`src/rtl/pc_gen_pkg.sv`:
```
// pc_pkg: shared FSM states, increment and redirect-cause encodings for the fetch PC generator
package pc_pkg;

    typedef enum logic {PC_BOOT, PC_RUN} pc_state_e;

    localparam int PC_INCR = 4;

    typedef enum logic [2:0] {EXC, FLUSH, HOLD, RET, CALL, SEQ} pc_cause_e;

endpackage

```
`src/rtl/pc_gen_if.sv`:
```
// pc_gen_if: request and fetch-PC signals between the hazard/predecode side and pc_gen
interface pc_gen_if #(
    parameter int XLEN = 32
);
    logic            enable;
    logic            exc_valid;
    logic            flush_valid;
    logic [XLEN-1:0] flush_target;
    logic            call_valid;
    logic [XLEN-1:0] call_target;
    logic            ret_valid;
    logic [XLEN-1:0] pc_out;
    logic            pc_valid;
    logic            ras_empty;
    logic            ras_full;

    modport master (
        output enable, exc_valid, flush_valid, flush_target, call_valid, call_target, ret_valid,
        input  pc_out, pc_valid, ras_empty, ras_full
    );

    modport slave (
        input  enable, exc_valid, flush_valid, flush_target, call_valid, call_target, ret_valid,
        output pc_out, pc_valid, ras_empty, ras_full
    );
endinterface

```
`src/rtl/pc_gen_ras.sv`:
```
// pc_ras: circular return-address stack; a push when full overwrites the oldest entry
module pc_ras #(
    parameter int RAS_DEPTH = 4,
    parameter int XLEN      = 32
) (
    input  logic            clk,
    input  logic            rst,
    input  logic            push,
    input  logic            pop,
    input  logic [XLEN-1:0] push_data,
    input  logic            clr,
    output logic [XLEN-1:0] top,
    output logic            empty,
    output logic            full
);
    localparam int PW = $clog2(RAS_DEPTH);

    logic [XLEN-1:0] mem_q [RAS_DEPTH];
    logic [PW-1:0]   ptr_q, ptr_d, top_idx;
    logic [PW:0]     cnt_q, cnt_d;
    logic            do_pop;

    assign top_idx = ptr_q - 1'b1;
    assign do_pop  = pop && !empty;
    assign top     = mem_q[top_idx];
    assign empty   = cnt_q == '0;
    assign full    = cnt_q == (PW+1)'(RAS_DEPTH);

    // Pointer/count update; a simultaneous pop+push reuses the popped slot and leaves both unchanged
    always_comb begin
        ptr_d = ptr_q;
        cnt_d = cnt_q;
        if (clr) begin
            ptr_d = '0;
            cnt_d = '0;
        end else if (do_pop && !push) begin
            ptr_d = top_idx;
            cnt_d = cnt_q - 1'b1;
        end else if (push && !do_pop) begin
            ptr_d = ptr_q + 1'b1;
            cnt_d = full ? cnt_q : cnt_q + 1'b1;
        end
    end

    // Pointer and occupancy registers
    always_ff @(posedge clk or posedge rst) begin
        if (rst) begin
            ptr_q <= '0;
            cnt_q <= '0;
        end else begin
            ptr_q <= ptr_d;
            cnt_q <= cnt_d;
        end
    end

    // Entry storage needs no reset since occupancy gates every read that matters
    always_ff @(posedge clk) begin
        if (push && !clr) mem_q[do_pop ? top_idx : ptr_q] <= push_data;
    end
endmodule

```
`src/rtl/pc_gen.sv`:
```
// pc_gen: IF-stage program counter with boot hold, prioritised redirects and optional RAS (macro PC_RAS_EN)
module pc_gen
    import pc_pkg::*;
#(
    parameter int              XLEN         = 32,
    parameter logic [XLEN-1:0] RESET_VECTOR = XLEN'(32'h0000_0000),
    parameter logic [XLEN-1:0] EXC_VECTOR   = XLEN'(32'h0000_0080),
    parameter int              RAS_DEPTH    = 4,
    parameter int              BOOT_CYCLES  = 2
) (
    input logic     clk,
    input logic     rst,
    pc_gen_if.slave bus
);
    localparam int BW = $clog2(BOOT_CYCLES + 1);

    pc_state_e       state_q, state_d;
    logic [BW-1:0]   boot_q, boot_d;
    logic [XLEN-1:0] pc_q, pc_d, pc_seq, ret_tgt;
    pc_cause_e       cause;
    logic            run, take_ret, ras_empty, ras_full;

    function automatic logic [XLEN-1:0] align(input logic [XLEN-1:0] a);
        return {a[XLEN-1:2], 2'b00};
    endfunction

    assign run    = state_q == PC_RUN;
    assign pc_seq = pc_q + XLEN'(PC_INCR);

`ifdef PC_RAS_EN
    logic [XLEN-1:0] ras_top;

    assign take_ret = bus.ret_valid && !ras_empty;
    assign ret_tgt  = ras_top;

    pc_ras #(
        .RAS_DEPTH(RAS_DEPTH),
        .XLEN     (XLEN)
    ) u_ras (
        .clk      (clk),
        .rst      (rst),
        .push     (run && (cause == CALL || (cause == RET && bus.call_valid))),
        .pop      (run && cause == RET),
        .push_data(pc_seq),
        .clr      (run && cause == EXC),
        .top      (ras_top),
        .empty    (ras_empty),
        .full     (ras_full)
    );
`else
    assign take_ret  = 1'b0;
    assign ret_tgt   = pc_seq;
    assign ras_empty = 1'b1;
    assign ras_full  = 1'b0;
`endif

    // Boot sequencing: count BOOT_CYCLES edges, then run forever until the next reset
    always_comb begin
        state_d = state_q;
        boot_d  = boot_q;
        if (state_q == PC_BOOT) begin
            boot_d  = boot_q + 1'b1;
            state_d = boot_q == BW'(BOOT_CYCLES - 1) ? PC_RUN : PC_BOOT;
        end
    end

    // Redirect priority: exceptions and flushes win over a stall, a stall wins over predecode
    always_comb begin
        cause = bus.exc_valid   ? EXC   :
                bus.flush_valid ? FLUSH :
                !bus.enable     ? HOLD  :
                take_ret        ? RET   :
                bus.call_valid  ? CALL  : SEQ;
        pc_d  = !run            ? pc_q                  :
                cause == EXC    ? align(EXC_VECTOR)     :
                cause == FLUSH  ? align(bus.flush_target) :
                cause == HOLD   ? pc_q                  :
                cause == RET    ? align(ret_tgt)        :
                cause == CALL   ? align(bus.call_target) : pc_seq;
    end

    // State, boot counter and PC registers
    always_ff @(posedge clk or posedge rst) begin
        if (rst) begin
            state_q <= PC_BOOT;
            boot_q  <= '0;
            pc_q    <= RESET_VECTOR;
        end else begin
            state_q <= state_d;
            boot_q  <= boot_d;
            pc_q    <= pc_d;
        end
    end

    assign bus.pc_out    = pc_q;
    assign bus.pc_valid  = run;
    assign bus.ras_empty = ras_empty;
    assign bus.ras_full  = ras_full;
endmodule

```
`src/flat_wrapper.sv`:
```
// flat-port wrapper written by rule: the top's interface ports become plain ports
module pc_gen_flat import pc_pkg::*;
#(
    parameter int              XLEN         = 32,
    parameter logic [XLEN-1:0] RESET_VECTOR = XLEN'(32'h0000_0000),
    parameter logic [XLEN-1:0] EXC_VECTOR   = XLEN'(32'h0000_0080),
    parameter int              RAS_DEPTH    = 4,
    parameter int              BOOT_CYCLES  = 2
)
  (clk, rst, bus_enable, bus_exc_valid, bus_flush_valid, bus_flush_target, bus_call_valid, bus_call_target, bus_ret_valid, bus_pc_out, bus_pc_valid, bus_ras_empty, bus_ras_full);
  pc_gen_if #(.XLEN(XLEN)) bus_i ();
  input logic clk;
  input logic rst;
  input wire logic [$bits(bus_i.enable)-1:0] bus_enable;
  input wire logic [$bits(bus_i.exc_valid)-1:0] bus_exc_valid;
  input wire logic [$bits(bus_i.flush_valid)-1:0] bus_flush_valid;
  input wire logic [$bits(bus_i.flush_target)-1:0] bus_flush_target;
  input wire logic [$bits(bus_i.call_valid)-1:0] bus_call_valid;
  input wire logic [$bits(bus_i.call_target)-1:0] bus_call_target;
  input wire logic [$bits(bus_i.ret_valid)-1:0] bus_ret_valid;
  output wire logic [$bits(bus_i.pc_out)-1:0] bus_pc_out;
  output wire logic [$bits(bus_i.pc_valid)-1:0] bus_pc_valid;
  output wire logic [$bits(bus_i.ras_empty)-1:0] bus_ras_empty;
  output wire logic [$bits(bus_i.ras_full)-1:0] bus_ras_full;
  assign bus_i.enable = bus_enable;
  assign bus_i.exc_valid = bus_exc_valid;
  assign bus_i.flush_valid = bus_flush_valid;
  assign bus_i.flush_target = bus_flush_target;
  assign bus_i.call_valid = bus_call_valid;
  assign bus_i.call_target = bus_call_target;
  assign bus_i.ret_valid = bus_ret_valid;
  assign bus_pc_out = bus_i.pc_out;
  assign bus_pc_valid = bus_i.pc_valid;
  assign bus_ras_empty = bus_i.ras_empty;
  assign bus_ras_full = bus_i.ras_full;
  pc_gen #(.XLEN(XLEN), .RESET_VECTOR(RESET_VECTOR), .EXC_VECTOR(EXC_VECTOR), .RAS_DEPTH(RAS_DEPTH), .BOOT_CYCLES(BOOT_CYCLES)) u_core (.clk(clk), .rst(rst), .bus(bus_i));
endmodule
```
`config.mk`:
```
export PLATFORM = sky130hd
export DESIGN_NAME = pc_gen_flat
export DESIGN_NICKNAME = d
export VERILOG_FILES = /design/src/rtl/pc_gen_pkg.sv /design/src/rtl/pc_gen_if.sv /design/src/rtl/pc_gen_ras.sv /design/src/rtl/pc_gen.sv /design/src/flat_wrapper.sv
export SDC_FILE = /design/constraint.sdc
export NUM_CORES = 1
export LEC_CHECK = 0
export BUFFER_PORTS_ARGS = -buffer_cell sky130_fd_sc_hd__buf_2
export CAP_MARGIN = 0
export CORE_MARGIN = 3
export CORE_UTILIZATION = 49
export CTS_CLUSTER_SIZE = 20
export DETAILED_ROUTE_END_ITERATION = 8
export PLACE_DENSITY = 0.83
export SYNTH_ARGS = -nofsm -noshare
export SYNTH_HDL_FRONTEND = slang
export SYNTH_SLANG_ARGS = --single-unit
```
`constraint.sdc`:
```
create_clock -name clk -period 2.45 [get_ports clk]
set_input_delay 0.1225 -clock clk [delete_from_list [all_inputs] [get_ports clk]]
set_output_delay 0.1225 -clock clk [all_outputs]
set_load 0.01 [all_outputs]
```
==> flow_metrics.py <==
metrics = {
    "cells_and_area": {
        "diodes": 0,
        "final_util_pct": 66.4,
        "nets": 496,
        "drive_above_1_share_pct": 30.2,
        "multi_input_area_um2": 1620,
        "n_fill_cell": 441,
        "seqCellArea_um2": 826,
        "area_growth_pct": 26.0,
    },
    "grt": {
        "grt_max_degree": 34,
        "grt_pass1_vias": 2856,
        "grt_pass1_wl_um": 13900,
        "grt_overflow_total": 0,
        "grt.total_usage_pct": 28.3,
        "grt_antenna_before_repair": 0,
    },
    "sta": {
        "finClkSkew_ps": 11.5,
        "tightest_slew_ps": 628,
        "worst_slack_ps": 214,
        "tns_ps": 0,
        "max_freq_mhz": 447,
        "hold_violations": 0,
        "fin_crit_ps": 2240,
        "drv_slew": 0,
        "slew_headroom_pct": 58.0,
        "rsz0062_at_grt": "false",
        "finalSetupViolations": 0,
        "finalCritPeriodShare_pct": 91.3,
    },
    "power_and_ir_drop": {
        "irDropWorstVdd_v": 0.000268,
        "powerDensity_nw_per_um2": 426,
        "leakage_uw": 0.00152,
    },
    "synthesis": {
        "synth_seq_cells": 33,
        "synthFlopType": "dfrtp_1",
        "syn_inst": 328,
        "synth_most_common_cell": "dfrtp_1",
        "yosys-top-cells-count": "dfrtp_1, o21ai_0, nand2_1",
        "synth_edf_count": 0,
        "ys_top_cells_by_area": "dfrtp_1, o21ai_0, nand2_1",
        "yosysTopAreaCell": "dfrtp_1",
        "yosysWarnings": 0,
        "ys_types": 53,
        "synth_top_area_share_pct": 31.9,
        "async_reset_ff_share_pct": 100,
        "ys_seq_area_share_pct": 31.9,
        "syn_area_per_cell_um2": 7.90,
        "syn_area_um2": 2590,
    },
    "die": {
        "die_y_um": 78.7,
        "rows": 25,
        "start_util_pct": 52.7,
        "pin_count": 106,
        "chipWidth_um": 78.7,
        "core_um2": 4910,
        "die_area_um2": 6190,
    },
    "detailed_routing": {
        "routedWlPerCell_um": 18.0,
        "drtPass1Iterations": 5,
        "highest_layer": "met4",
        "drc_errors": 0,
        "vias_per_cell": 6.42,
        "wirelength_um": 8820,
        "drtIter0Drc": 425,
        "met2_wirelength_um": 3990,
        "wl_met3_um": 1010,
        "ant_nets": 0,
        "wl_met1_um": 3580,
        "vias": 3154,
    },
    "placed_design": {
        "port_buffers": 96,
        "dp_hpwl_um": 6370,
        "dp_slack_ps": 245,
        "gp_congestion": 0.906,
    },
    "setup_path": {
        "cp.arrival_ps": 2410,
        "crit_path_end_kind": "flip-flop",
        "critical_path_required_ps": 2620,
        "path_max_fanout": 9,
        "crit_type": "reg -> reg",
        "critPathLaunchType": "flip-flop",
    },
    "clock_tree": {
        "clockRootBuffer": "clkbuf_8",
        "tritoncts": "done",
        "cts_sinks": 33,
        "clkTransAtPathRegs_ps": 70,
        "htree_num_levels": 2,
        "cts_buffers": 5,
        "clock_path_buffers": 2,
        "cts_resized": 0,
        "worstSkewPairLatency_ps": 290,
    },
    "min_path": {
        "hp-class": "in -> reg",
    },
    "job": {
        "max-cap-violations": 0,
    },
    "outcome": {
        "status": "finished, final reports clean",
    },
}
[stage by stage]
stage	instance area [um2]	total power, uW	std cells	hold WS, ps
floorplan	2600	836	330	251
global placement	3170	981	482	244
detailed placement	3170	992	482	243
CTS	3260	1390	491	56.2
global route	3260	1460	491	58.7
finish	3260	1390	491	55.1
[layout make-up]
class	instances	share of cell area [%]
Multi-Input combinational cell	261	49.6
Sequential cell	33	25.3
Timing Repair Buffer	112	18.9
Tap cell	67	2.57
Clock buffer	6	2.22
Inverter	10	1.15
Clock inverter	2	0.307
[worst paths after layout]
kind / cells past startpoint / slack (ps) / from / endpoint
max in group asynchronous: 4 / 1650 / rst / u_core.bus.pc_out[27]$_DFFE_PP0P_
min reg2reg: 1 / 470 / u_core.boot_q[0]$_DFFE_PP0N_ / u_core.boot_q[0]$_DFFE_PP0N_
min in group asynchronous: 4 / 480 / rst / u_core.bus.pc_out[8]$_DFFE_PP0P_
max reg2reg: 5 / 210 / u_core.bus.pc_out[13]$_DFFE_PP0P_ / u_core.bus.pc_out[23]$_DFFE_PP0P_
max: 5 / 210 / u_core.bus.pc_out[13]$_DFFE_PP0P_ / u_core.bus.pc_out[23]$_DFFE_PP0P_
min: 3 / 60 / bus_call_target[16] / u_core.bus.pc_out[16]$_DFFE_PP0P_
[worst max-delay path, stage by stage (launching register included)]
cell	delay, ps
dfrtp_1	500
nand4_4	220
or3_1	430
or4_1	560
a21o_1	200
a22o_1	220
[placed cells by master, fill, tap and decap left out, types with 8 or more instances in the layout]
cell and instances:
buf_2 96, dfrtp_1 33, o21ai_0 32, nand2_1 26
nor2_1 24, nand3_1 19, a21oi_1 19, nor3_1 14
buf_4 14, inv_1 10, nand4_1 8
[state kept, by name, indices dropped and copies added, names as in the netlist]
name / cells
u_core.bus.pc_valid: 1
u_core.bus.pc_out: 30
u_core.boot_q: 2
[repair_timing]
action,in CTS,in global routing
hold buffers,1,0
buffers inserted,0,0
endpoints found under the hold margin,33,0
[report_power, final]
| group | switching, uW | internal, uW | leakage [uW] |
|---|---|---|---|
| combinational | 198 | 155 | 0.00105 |
| sequential | 57.2 | 582 | 0.000427 |
| clock | 202 | 197 | 0.0000450 |
| total | 457 | 934 | 0.00152 |
[routing by layer]
layer / GRT usage, % / vias up
met2: 44.3 / 227
met5: 0 / -
met4: 10.8 / 0
li1: - / 1433
met1: 38.5 / 1465
met3: 5.44 / 29
[kinds of logic (layout without fill, tap and decap cells)]
group | after synthesis | after routing | synth area share (%)
AO/OA/AOI/OAI | 116 | 116 | 30.7
XOR/XNOR | 7 | 7 | 2.37
adder cells (fa/ha/maj) | 2 | 2 | 0.966
buffers and inverters | 36 | 130 | 6.14
flip-flops | 33 | 33 | 31.9
multiplexers | 6 | 6 | 2.32
other | 2 | 4 | 0.290
AND/OR/NAND/NOR | 126 | 126 | 25.3
(Power assumes the default switching activity.)
